$ cat src/rtl/imm_gen_pipe.sv
// Immediate generator with a one-cycle registered output stage and a skid register.
// Instructions are decoded before storage; in_ready depends only on registered state.
module imm_gen_pipe #(
    parameter int XLEN    = 32,
    parameter bit PC_PASS = 1'b1
) (
    input  logic            clk,
    input  logic            rst_n,
    input  logic            in_valid,
    output logic            in_ready,
    input  logic [31:0]     instr,
    input  logic [XLEN-1:0] pc,
    input  logic            flush,
    output logic            out_valid,
    input  logic            out_ready,
    output logic [XLEN-1:0] out_imm,
    output logic [2:0]      out_type,
    output logic            out_illegal,
    output logic [XLEN-1:0] out_pc
);

    localparam logic [2:0] T_NONE = 3'd0;
    localparam logic [2:0] T_I    = 3'd1;
    localparam logic [2:0] T_S    = 3'd2;
    localparam logic [2:0] T_B    = 3'd3;
    localparam logic [2:0] T_U    = 3'd4;
    localparam logic [2:0] T_J    = 3'd5;
    localparam logic [2:0] T_Z    = 3'd6;
    localparam logic [2:0] T_SH   = 3'd7;

    typedef enum logic [1:0] {EMPTY, ONE, FULL} state_t;

    typedef struct packed {
        logic [XLEN-1:0] imm;
        logic [2:0]      typ;
        logic            ill;
        logic [XLEN-1:0] pc;
    } entry_t;

    state_t state, state_nx;
    entry_t dec, main_q, skid_q;
    logic   accept, ld_main, ld_skid, mv_skid;

    logic [6:0] opcode;
    logic [2:0] f3;
    logic       is_shift;

    function automatic logic [XLEN-1:0] sext32(input logic [31:0] v);
        logic [XLEN-1:0] r;
        r       = {XLEN{v[31]}};
        r[31:0] = v;
        return r;
    endfunction

    assign opcode   = instr[6:0];
    assign f3       = instr[14:12];
    assign is_shift = (f3 == 3'b001) || (f3 == 3'b101);

    always_comb begin
        dec.imm = '0;
        dec.typ = T_NONE;
        dec.ill = 1'b0;
        dec.pc  = PC_PASS ? pc : '0;
        case (opcode)
            7'b0010011: begin
                if (is_shift) begin
                    dec.typ = T_SH;
                    if (XLEN == 64) dec.imm[5:0] = instr[25:20];
                    else            dec.imm[4:0] = instr[24:20];
                end else begin
                    dec.typ = T_I;
                    dec.imm = sext32({{20{instr[31]}}, instr[31:20]});
                end
            end
            7'b0000011, 7'b1100111: begin
                dec.typ = T_I;
                dec.imm = sext32({{20{instr[31]}}, instr[31:20]});
            end
            7'b0100011: begin
                dec.typ = T_S;
                dec.imm = sext32({{20{instr[31]}}, instr[31:25], instr[11:7]});
            end
            7'b1100011: begin
                dec.typ = T_B;
                dec.imm = sext32({{19{instr[31]}}, instr[31], instr[7],
                                  instr[30:25], instr[11:8], 1'b0});
            end
            7'b0110111, 7'b0010111: begin
                dec.typ = T_U;
                dec.imm = sext32({instr[31:12], 12'b0});
            end
            7'b1101111: begin
                dec.typ = T_J;
                dec.imm = sext32({{11{instr[31]}}, instr[31], instr[19:12],
                                  instr[20], instr[30:21], 1'b0});
            end
            7'b1110011: begin
                if (f3[2]) begin
                    dec.typ      = T_Z;
                    dec.imm[4:0] = instr[19:15];
                end
            end
            7'b0110011, 7'b0001111: ;
            7'b0011011: begin
                if (XLEN != 64) begin
                    dec.ill = 1'b1;
                end else if (is_shift) begin
                    dec.typ      = T_SH;
                    dec.imm[4:0] = instr[24:20];
                end else begin
                    dec.typ = T_I;
                    dec.imm = sext32({{20{instr[31]}}, instr[31:20]});
                end
            end
            7'b0111011: dec.ill = (XLEN != 64);
            default:    dec.ill = 1'b1;
        endcase
    end

    assign in_ready  = (state != FULL);
    assign out_valid = (state != EMPTY);
    assign accept    = in_valid && in_ready;

    always_ff @(posedge clk or negedge rst_n) begin
        if (!rst_n) state <= EMPTY;
        else        state <= state_nx;
    end

    always_comb begin
        state_nx = state;
        ld_main  = 1'b0;
        ld_skid  = 1'b0;
        mv_skid  = 1'b0;
        if (flush) begin
            state_nx = EMPTY;
        end else begin
            case (state)
                EMPTY: if (accept) begin
                    state_nx = ONE;
                    ld_main  = 1'b1;
                end
                ONE: begin
                    if (accept && out_ready) begin
                        ld_main = 1'b1;
                    end else if (accept) begin
                        state_nx = FULL;
                        ld_skid  = 1'b1;
                    end else if (out_ready) begin
                        state_nx = EMPTY;
                    end
                end
                FULL: if (out_ready) begin
                    state_nx = ONE;
                    mv_skid  = 1'b1;
                end
                default: state_nx = EMPTY;
            endcase
        end
    end

    always_ff @(posedge clk or negedge rst_n) begin
        if (!rst_n) begin
            main_q <= '0;
            skid_q <= '0;
        end else begin
            if (ld_main)      main_q <= dec;
            else if (mv_skid) main_q <= skid_q;
            if (ld_skid)      skid_q <= dec;
        end
    end

    assign out_imm     = main_q.imm;
    assign out_type    = main_q.typ;
    assign out_illegal = main_q.ill;
    assign out_pc      = main_q.pc;

endmodule

$ cat config.mk
export PLATFORM = sky130hd
export DESIGN_NAME = imm_gen_pipe
export DESIGN_NICKNAME = d
export VERILOG_FILES = /design/src/rtl/imm_gen_pipe.sv
export SDC_FILE = /design/constraint.sdc
export NUM_CORES = 1
export LEC_CHECK = 0
export BUFFER_PORTS_ARGS = -buffer_cell sky130_fd_sc_hd__buf_4
export CORE_MARGIN = 2
export CORE_UTILIZATION = 40
export CTS_CLUSTER_SIZE = 28
export DETAILED_ROUTE_END_ITERATION = 8
export GPL_TIMING_DRIVEN = 1
export MAX_ROUTING_LAYER = met4
export PLACE_DENSITY = 0.71
export REMOVE_ABC_BUFFERS = 1
export SLEW_MARGIN = 20
export SYNTH_ARGS = -nofsm -noshare
export SYNTH_HDL_FRONTEND = slang
export SYNTH_SLANG_ARGS = --single-unit
$ cat constraint.sdc
create_clock -name clk -period 2.1 [get_ports clk]
set_input_delay 0.105 -clock clk [delete_from_list [all_inputs] [get_ports clk]]
set_output_delay 0.105 -clock clk [all_outputs]
set_load 0.01 [all_outputs]
==> results.md, run 1 <==
- Vias per inst: 5.337
- Final Hold Fails: 0
- Synth Area in Adders: 0%
- Core footprint: 0.01531 mm2
- RSZ-0062 raised after global routing: no
- Clock latency on the worst-skew pair: 410 ps
- DP Worst Slack: 128.6 ps
- DIE WIDTH: 129.7 um
- Tcrit/Tclk final: 93.05%
- Clock root buffer: clkbuf_16
- Placer congestion estimate: 0.8360
- Max_cap viols: 0
- Netlist area before placement: 0.006319 mm2
- Routed WL per cell: 17.12 um
- Area after DPL: 0.007665 mm2
- Via count: 5,668
- First-pass GRT wire length: 28,480 um
- Clock Path Buffers: 2
- Combinational power share: 17.1%
- Internal power: 5.412 mW
- Async S/R FF share, synth: 100.0%
- Mux cell area share after synthesis: 2.099%
- Starting Density: 41.26%
- Largest family of logic cells by synthesized area: simple AND/OR/NAND/NOR gates
- Design Area, Final: 0.008783 mm2
- Slew HR: 49.14%
- CTS tree: built
- CTS clk-pin slew, worst paths: 50 ps
- Gr ovfl total: 0
- Non-filler cells, final: 1,062
- Pin count of the biggest net entering global routing: 52
- CTS Sinks: 138
- Worst-path fanout max: 25
- Worst min-delay path class: input port to register
- Setup TNS: 0 ps
- Maximum clock rate: 0.5117 GHz
- Pins over their slew limit: 0
- Worst Skew: 5.534 ps
- Register bit total from synthesis: 138
- Maximum VDD drop: 0.0005498 V
- Post-synth top cells: nand2_1 (224), dfrtp_1 (138), a22oi_1 (48), o21ai_0 (31), clkbuf_1 (23)
- Std-Cell Rows: 45
- Syn-to-layout area delta: 39.01%
- Vias in the first global route: 5,485
- Post-synthesis cell count: 650
- Post-synthesis simple-gate area fraction: 19.86%
- Critical path launch point type: register
- Top post-synthesis cells by area: dfrtp_1 (55%), nand2_1 (13%), a22oi_1 (5.7%), o21ai_0 (2.5%), a221o_2 (1.8%)
- Worst-Margin Slew: 758.7 ps
- Share of cells above drive strength 1: 26.00%
- Reg power frac: 44.3%
- Cell with the most instances after synthesis: nand2_1
- Total Routing Usage GR: 22.62%
- Synth Area in Compound Gates: 19.70%
- Post-synth EDFFs: 0
- TritonCTS buffer count: 17
- Placed insts: 974
- CTS H-tree depth: 4
- 1st-iter DRT viols: 496
- Top FF cell, synth: dfrtp_1
- Port bufs: 138
- # setup viols final: 0
- Status: finished, final reports clean
- Critical path endpoint category: register
- Arrival @ worst endpoint: 2300 ps
- Die area: 0.01682 mm2
- Post-Route WL: 18,190 um
- # IOs: 139
- Post-route DRC: 0
- Final Critical Period: 1954 ps
- Sequential area share after synthesis: 54.65%
- Nets: 907
- Net Sw Power: 1.934 mW
- Cts repair resizes: 0
- Post-synthesis xor/xnor area fraction: 0%
- Share of the synthesized area in the top cell type: 54.65%
- Worst EP required: 2450 ps
- Number of synthesis warnings: 0
- DRT Pass-1 Iters: 4
- Static leakage: 4.374 nW
- Synth unique cells: 57
- Critical path class: register to register
- Clk network pwr share: 38.6%
- Post-route antenna net violation count: 0
- Average instance area after synthesis: 9.721 um2
- Synth area leader: dfrtp_1
- DP HPWL: 11,680 um
- Setup ws final: 145.9 ps
- Die height: 129.7 um
- Initial antenna violation count: 0
- Sw Ratio: 26.33%
- Cell area power density: 836.4 mW/mm2
## cells by family (layout without fill, tap and decap cells)
family	Yosys count	after routing
other	0	1
AOI/OAI and AO/OA	165	165
DFF	138	138
buffers and inverters	49	249
muxes	13	13
and+or+nand+nor	285	285
## flip-flops by register name, indices dropped and copies added (netlist names)
name / cells
out_illegal: 1
out_imm: 32
out_pc: 32
out_type: 3
skid_q: 68
state: 2
## power groups by stage
stage / clock (mW) / combinational [mW] / sequential (mW)
2_1_floorplan: 0 / 0.454 / 3.33
3_3_place_gp: 0 / 1.15 / 3.29
3_5_place_dp: 0 / 1.17 / 3.30
4_1_cts: 2.88 / 1.26 / 3.26
5_1_grt: 3.01 / 1.39 / 3.29
6_report: 2.83 / 1.26 / 3.26
## cells in the final DEF, fill, tap and decap left out, types with 2 or more instances in the layout
cell	Yosys	final
nand2_1	224	223
buf_4	2	156
dfrtp_1	138	138
dlygate4sd3_1	0	55
a22oi_1	48	48
o21ai_0	31	31
a21oi_1	19	18
clkbuf_16	0	17
nor2_1	11	11
mux2i_1	11	11
a221o_2	10	10
a221o_1	9	9
a211o_1	9	9
nor2b_1	8	8
a31oi_1	7	7
and3_1	7	7
a2bb2oi_1	5	5
buf_12	0	5
nand3_1	4	4
a21o_1	4	4
clkinv_2	0	4
clkbuf_8	0	4
nand2b_1	3	3
a21oi_4	2	3
and2_1	5	3
nor3b_1	3	3
a32oi_1	3	3
a22o_1	3	3
clkbuf_1	23	3
nand4bb_1	2	2
and2_2	0	2
nand4b_1	2	2
or3b_4	2	2
a21oi_2	2	2
o211a_1	2	2
a211oi_1	2	2
mux2_2	2	2
## worst max-delay path, stage by stage, from the launching register on
cell and delay (ps):
dfrtp_1 480, nor3b_4 360, nand2_2 270, buf_12 240, a21oi_2 310, a221o_1 220
## cell type report
type                       count  area, um2
fill                        1355       6531
sequential                   138       3453
timing repair buffer         217       1833
inverter                       1      3.754
antenna                        1      2.502
multi-input combinational    463       2669
tap                          211      264.0
clock inverter                 7      66.31
clock buffer                  24      491.7
## routing by layer
layer,share of wire [%],GRT usage [%],vias up
li1,-,-,2670
met1,43,29.66,2781
met2,50,35.79,186
met3,4.6,3.509,31
met4,2.1,8.159,0
met5,0,-,-
## what timing repair did
action                                  4_1_cts  5_1_grt
hold buffers                                 55        0
endpoints found under the hold margin       147        0
setup buffers                                 0        1
endpoints found under the setup margin        0        6
## worst paths after layout
kind | cells after the start | slack, ps | start | endpoint
setup / recovery | 5 | 150 | state[1]$_DFFE_PN0P_ | skid_q[50]$_DFFE_PN0P_
hold / removal | 3 | 60 | instr[31] | out_imm[11]$_DFFE_PN0P_
setup reg to reg | 5 | 150 | state[1]$_DFFE_PN0P_ | skid_q[50]$_DFFE_PN0P_
hold reg to reg | 2 | 470 | skid_q[6]$_DFFE_PN0P_ | skid_q[6]$_DFFE_PN0P_
max in group asynchronous | 3 | 1190 | rst_n | skid_q[67]$_DFFE_PN0P_
min in group asynchronous | 2 | 180 | rst_n | out_imm[19]$_DFFE_PN0P_
## metrics by stage
step | hold slack, ps | utilization [%] | total power [mW]
after floorplan | -190.6 | - | 3.783
after global placement | 55.95 | 50.02 | 4.435
after detailed placement | 56.04 | 50.05 | 4.469
after CTS | 42.51 | 57.29 | 7.394
after global routing | 65.01 | 57.34 | 7.694
final | 60.99 | 57.35 | 7.346
Note: power is estimated with default switching activity, not from simulation.
==> inputs of run 2 (changes only) <==
--- a/config.mk
+++ b/config.mk
@@ -14,7 +14,7 @@
 export MAX_ROUTING_LAYER = met4
 export PLACE_DENSITY = 0.71
 export REMOVE_ABC_BUFFERS = 1
-export SLEW_MARGIN = 20
+export SLEW_MARGIN = 30
 export SYNTH_ARGS = -nofsm -noshare
 export SYNTH_HDL_FRONTEND = slang
 export SYNTH_SLANG_ARGS = --single-unit
==> constraint.sdc (replaced) <==
create_clock -name clk -period 2.5 [get_ports clk]
set_input_delay 0.125 -clock clk [delete_from_list [all_inputs] [get_ports clk]]
set_output_delay 0.125 -clock clk [all_outputs]
set_load 0.01 [all_outputs]
==> run 2 against run 1 <==
Effect of this change: via count down 0.71%; register-to-register slack better by 410 ps; clock power is 3% lower; first-iteration DRC count decreased by 4.8%; combinational power shrank 17%; sequential share of layout area about the same; fmax rose by 0.33%; sequential power is 16% lower; wire length fell by 0.80%; highest routed layer unchanged.
==> results.md, run 2 (synthesized netlist as in run 1, its figures left out) <==
- Clock Path Buffers: 2
- Routed WL per cell: 17.12 um
- Via count: 5,628
- Filler cell count: 1,349
- Tcrit/Tclk final: 77.91%
- Critical path class: register to register
- Nets: 899
- Setup ws final: 552.4 ps
- Post-route DRC: 0
- Starting Density: 41.26%
- Status: finished, final reports clean
- Worst Skew: 6.099 ps
- Pin count of the biggest net entering global routing: 63
- Worst R2R Setup Slack: 550 ps
- Arrival @ worst endpoint: 2250 ps
- Maximum clock rate: 0.5134 GHz
- Syn-to-layout area delta: 39.13%
- # IOs: 139
- Cts repair resizes: 0
- Core footprint: 0.01531 mm2
- Critical path endpoint category: register
- Gr ovfl total: 0
- Post-route antenna net violation count: 0
- Area after DPL: 0.007600 mm2
- RSZ-0062 raised after global routing: no
- RR Endpoint: skid_q[57]$_DFFE_PN0P_
- CTS tree: built
- Clock root buffer: clkbuf_16
- Vias in the first global route: 5,465
- Max_cap viols: 0
- N_diodes: 0
- Reg with most FFs: skid_q
- Area of the multi-input gates: 0.002669 mm2
- Largest register FFs: 68
- Most common cell after layout, fill and taps aside: nand2_1
- Std-Cell Rows: 45
- TritonCTS buffer count: 17
- Worst-path fanout max: 29
- Initial antenna violation count: 0
- Cell Chain, Critical Path: nor2b_1, nand2_2, buf_4, nor2_1, buf_4, a221o_2
- Total power: 6.513 mW
- CTS Sinks: 138
- Placer congestion estimate: 0.8859
- Die area: 0.01682 mm2
- Clock latency on the worst-skew pair: 430 ps
- Design Area, Final: 0.008791 mm2
- Slowest stage delay, CP: 480 ps
- Slew HR: 53.45%
- Worst r2r path cells: 6
- Final Hold Fails: 0
- Worst reg2reg path startpoint: state[0]$_DFFE_PN0P_
- Post-Route WL: 18,040 um
- Port bufs: 138
- DP Worst Slack: 576.8 ps
- Commonest cells after routing, fill and taps aside: nand2_1 (223), buf_4 (149), dfrtp_1 (138)
- Total Routing Usage GR: 22.69%
- 1st-iter DRT viols: 472
- Worst min-delay path class: input port to register
- Slowest CP cell: dfrtp_1
- Crit path launch: state[0]$_DFFE_PN0P_
- Die height: 129.7 um
- Vias per inst: 5.340
- Static leakage: 4.354 nW
- Sequential cell area: 0.003453 mm2
- Share of cells above drive strength 1: 25.74%
- Final Critical Period: 1948 ps
- CTS H-tree depth: 4
- Setup crit end: skid_q[57]$_DFFE_PN0P_
- Critical path launch point type: register
- Worst EP required: 2810 ps
- First-pass GRT wire length: 28,680 um
- Most frequent CP cell: buf_4
- DP HPWL: 11,240 um
- CTS clk-pin slew, worst paths: 60 ps
- # setup viols final: 0
- Maximum VDD drop: 0.0005016 V
- Final Core Density: 57.40%
- Hold path start: instr[31]
- Pins over their slew limit: 0
- DRT Pass-1 Iters: 5
- Cell area power density: 740.9 mW/mm2
- Worst-Margin Slew: 694.5 ps
- DIE WIDTH: 129.7 um
[run 2: worst max-delay path, delay by kind of cell, from the launching register on]
family	cells	cell delay, ps
AOI/OAI and AO/OA	1	340
and+or+nand+nor	3	480
buffers and inverters	2	510
DFF	1	480
[run 2: worst min path at each step]
| stage | to | depth (start not counted) | slack [ps] |
|---|---|---|---|
| 2_1_floorplan | out_illegal$_DFFE_PN0P_ | 0 | -170 |
| 3_3_place_gp | out_imm[0]$_DFFE_PN0P_ | 1 | 150 |
| 3_5_place_dp | skid_q[55]$_DFFE_PN0P_ | 1 | 150 |
| 4_1_cts | out_imm[11]$_DFFE_PN0P_ | 3 | 50 |
| 5_1_grt | out_imm[11]$_DFFE_PN0P_ | 3 | 60 |
| 6_report | skid_q[47]$_DFFE_PN0P_ | 3 | 60 |
[run 2: report_power, final]
group | total, mW | switching, mW | internal [mW]
registers | 2.73 | 0.182 | 2.55
logic | 1.05 | 0.519 | 0.529
clock network | 2.74 | 1.05 | 1.69
[run 2: routing by layer]
layer | GRT usage (%) | up-vias | part of all wire, %
li1 | - | 2652 | -
met5 | - | - | 0
met3 | 4.211 | 22 | 4.6
met2 | 35.17 | 192 | 49
met4 | 7.970 | 0 | 1.8
met1 | 30.02 | 2762 | 45
[run 2: cell type report]
| class | count | share of cell area, % |
|---|---|---|
| clock inverters | 15 | 2.448 |
| flip-flops and latches | 138 | 39.28 |
| repair buffers | 209 | 20.03 |
| multi-input cells | 463 | 30.36 |
| well taps | 211 | 3.003 |
| inverters | 1 | 0.04270 |
| clock buffers | 17 | 4.839 |
[run 2: repair_timing]
item,in CTS,in global routing
hold endpoints to repair,165,0
hold buffers,55,0
buffers inserted,0,0
[run 2: metrics by stage]
step	TNS, ps	std cells	hold WS [ps]
CTS	0	1054	47.08
global route	0	1054	56.14
global placement	0	967	153.4
finish	0	1054	57.89
detailed placement	0	967	150.0
floorplan	-237960	602	-170.6
==> inputs of run 3 (changes only) <==
--- a/config.mk
+++ b/config.mk
@@ -5,6 +5,7 @@
 export SDC_FILE = /design/constraint.sdc
 export NUM_CORES = 1
 export LEC_CHECK = 0
+export ABC_AREA = 1
 export BUFFER_PORTS_ARGS = -buffer_cell sky130_fd_sc_hd__buf_4
 export CORE_MARGIN = 2
 export CORE_UTILIZATION = 40
@@ -12,7 +13,7 @@
 export DETAILED_ROUTE_END_ITERATION = 8
 export GPL_TIMING_DRIVEN = 1
 export MAX_ROUTING_LAYER = met4
-export PLACE_DENSITY = 0.71
+export PLACE_DENSITY = 0.73
 export REMOVE_ABC_BUFFERS = 1
 export SLEW_MARGIN = 30
 export SYNTH_ARGS = -nofsm -noshare
==> constraint.sdc (replaced) <==
create_clock -name clk -period 1.78 [get_ports clk]
set_input_delay 0.089 -clock clk [delete_from_list [all_inputs] [get_ports clk]]
set_output_delay 0.089 -clock clk [all_outputs]
set_load 0.01 [all_outputs]
==> run 3 against run 2 <==
Effect of this change: cell count increased by 22%; synthesized cell count increased by 36%; highest routed layer unchanged; register-to-register slack got worse by 400 ps; worst hold slack got worse by 45 ps; setup slack got worse by 400 ps; critical endpoint is now out_pc[16]$_DFFE_PN0P_; critical path depth increased by 3; largest cell class unchanged; global-route usage decreased by 1.5 points; critical path type unchanged; final area increased by 5.3%; fmax increased by 19%; non-clock buffer count decreased by 7; clock power increased by 39%.
==> results.md, run 3 <==
- Final Hold Fails: 0
- Area of the multi-input gates: 0.002675 mm2
- Number of synthesis warnings: 0
- Slew HR: 66.43%
- Starting Density: 40.99%
- Sequential cell area: 0.003453 mm2
- CTS Sinks: 138
- Total power: 9.619 mW
- Async S/R FF share, synth: 100.0%
- Setup TNS: 0 ps
- DP Worst Slack: 150.9 ps
- Setup bufs post-CTS: 0
- TritonCTS buffer count: 17
- CTS H-tree depth: 4
- Sw Ratio: 27.44%
- Static leakage: 4.983 nW
- Top post-synthesis cells by area: dfrtp_1 (51%), nand2_1 (17%), nand3_1 (7.6%), inv_1 (6.5%), o21ai_0 (3.6%)
- Synth Area in Compound Gates: 10.25%
- Sequential area share after synthesis: 50.62%
- Worst-Margin Slew: 501.7 ps
- Post-synth top cells: nand2_1 (311), dfrtp_1 (138), inv_1 (119), nand3_1 (103), o21ai_0 (49)
- Core footprint: 0.01664 mm2
- Gr ovfl total: 0
- 1st-iter DRT viols: 478
- Clock Path Buffers: 2
- Filler cell count: 1,522
- Cell Chain, Critical Path: inv_2, nand2_1, nor3_4, inv_4, buf_16, nand2_1, nand3_1, o21ai_0, inv_1
- Placer congestion estimate: 0.8863
- Pins over their slew limit: 0
- Combinational power share: 18.8%
- Share of cells above drive strength 1: 19.94%
- Total Routing Usage GR: 21.19%
- Mux cell area share after synthesis: 0%
- Slowest stage delay, CP: 410 ps
- Post-synthesis xor/xnor area fraction: 0%
- Top FF cell, synth: dfrtp_1
- Cell with the most instances after synthesis: nand2_1
- Largest family of logic cells by synthesized area: simple AND/OR/NAND/NOR gates
- Critical path buffers and inverters: 4
- DP HPWL: 11,620 um
- Reg with most FFs: skid_q
- Register bit total from synthesis: 138
- DRT Pass-1 Iters: 6
- Netlist area before placement: 0.006822 mm2
- Clock root buffer: clkbuf_16
- N_diodes: 0
- Die height: 134.6 um
- Average instance area after synthesis: 7.691 um2
- Nets: 1,124
- Post-route DRC: 0
- Critical path class: register to register
- Post-synthesis cell count: 887
- # setup viols final: 0
- Share of the synthesized area in the top cell type: 50.62%
- Cell area power density: 1039 mW/mm2
- DIE WIDTH: 134.6 um
- Vias per inst: 4.960
- Final Critical Period: 1632 ps
- Setup ws final: 147.9 ps
- Most frequent CP cell: nand2_1
- Die area: 0.01811 mm2
- Worst min-delay path class: input port to register
- Synth area leader: dfrtp_1
- Internal power: 6.980 mW
- Most common cell after layout, fill and taps aside: nand2_1
- RSZ-0062 raised after global routing: no
- Pin count of the biggest net entering global routing: 94
- Critical path launch point type: register
- Tcrit/Tclk final: 91.69%
- Syn-to-layout area delta: 35.68%
- Worst-path fanout max: 47
- First-pass GRT wire length: 29,580 um
- Arrival @ worst endpoint: 1940 ps
- WHS: 12.40 ps
- Vias in the first global route: 6,006
- Maximum VDD drop: 0.0007337 V
- Clk network pwr share: 39.6%
- Worst EP required: 2080 ps
- Commonest cells after routing, fill and taps aside: nand2_1 (310), buf_4 (150), dfrtp_1 (138)
- Port bufs: 138
- Post-Route WL: 18,270 um
- Max_cap viols: 0
- Synth Area in Adders: 0%
- Routed WL per cell: 14.18 um
- CTS tree: built
- # IOs: 139
- Reg power frac: 41.6%
- Post-synthesis simple-gate area fraction: 28.74%
- Synth unique cells: 26
- CP delay by family, top: simple AND/OR/NAND/NOR gates
- Via count: 6,388
- Worst Skew: 5.689 ps
- Slowest CP cell: dfrtp_1
- Largest register FFs: 68
- Critical path endpoint category: register
- Clock latency on the worst-skew pair: 420 ps
- Net Sw Power: 2.639 mW
- Post-route antenna net violation count: 0
- Initial antenna violation count: 0
- CTS clk-pin slew, worst paths: 60 ps
- Maximum clock rate: 0.6127 GHz
- Status: finished, final reports clean
- Post-synth EDFFs: 0
- Std-Cell Rows: 47
[run 3: timing repair]
item	CTS	global route
endpoints found under the setup margin	0	1
hold endpoints to repair	118	0
hold buffers	41	0
gates resized for setup	0	3
[run 3: power groups by stage]
| stage | registers [mW] | logic, mW | clock network (mW) |
|---|---|---|---|
| after floorplan | 4.12 | 0.782 | 0 |
| after global placement | 4.04 | 1.70 | 0 |
| after detailed placement | 4.05 | 1.75 | 0 |
| after CTS | 4.00 | 1.83 | 3.88 |
| after global routing | 4.06 | 2.04 | 4.05 |
| final | 4.00 | 1.81 | 3.81 |
[run 3: kinds of logic after synthesis]
family	after synthesis
flops	138
buf+inv	176
compound gates	106
simple gates	467
[run 3: worst register-to-register path: stages (launching register included)]
cell and delay, ps:
dfrtp_1 410, inv_2 90, nand2_1 130, nor3_4 240
inv_4 90, buf_16 200, nand2_1 110, nand3_1 80
o21ai_0 110, inv_1 70
[run 3: final cells by class]
type                            instances  share of cell area [%]
Inverter                              123                   5.016
Clock buffer                           18                   4.745
Clock inverter                         14                   2.122
Tap cell                              220                   2.974
Timing Repair Buffer                  202                   18.93
Sequential cell                       138                   37.31
Multi-Input combinational cell        573                   28.90
[run 3: per-layer routing]
| metal | global-route usage [%] | wire length [um] | vias to the layer above |
|---|---|---|---|
| met5 | - | 0 | - |
| met4 | 5.029 | 106 | 0 |
| met3 | 5.105 | 1215 | 9 |
| met2 | 32.45 | 8462 | 211 |
| met1 | 28.68 | 8482 | 3004 |
| li1 | - | - | 3164 |
[run 3: path summary, 6_finish.rpt]
check                      cells after the start  slack (ps)                   start                      end
min reg2reg                                    2         480  skid_q[17]$_DFFE_PN0P_   skid_q[17]$_DFFE_PN0P_
max reg2reg                                    9         150    state[0]$_DFFE_PN0P_   out_pc[16]$_DFFE_PN0P_
max                                            9         150    state[0]$_DFFE_PN0P_   out_pc[16]$_DFFE_PN0P_
min                                            5          10               instr[30]   skid_q[46]$_DFFE_PN0P_
min in group asynchronous                      2         170                   rst_n   out_pc[25]$_DFFE_PN0P_
max in group asynchronous                      3        1000                   rst_n  out_imm[25]$_DFFE_PN0P_
[run 3: per-stage QoR]
stage          utilization (%)  std cells  cell area [um2]
2_1_floorplan                -        834             6575
3_3_place_gp             49.10       1214             8172
3_5_place_dp             49.10       1214             8172
4_1_cts                  55.39       1287             9218
5_1_grt                  55.61       1288             9255
6_report                 55.61       1288             9255
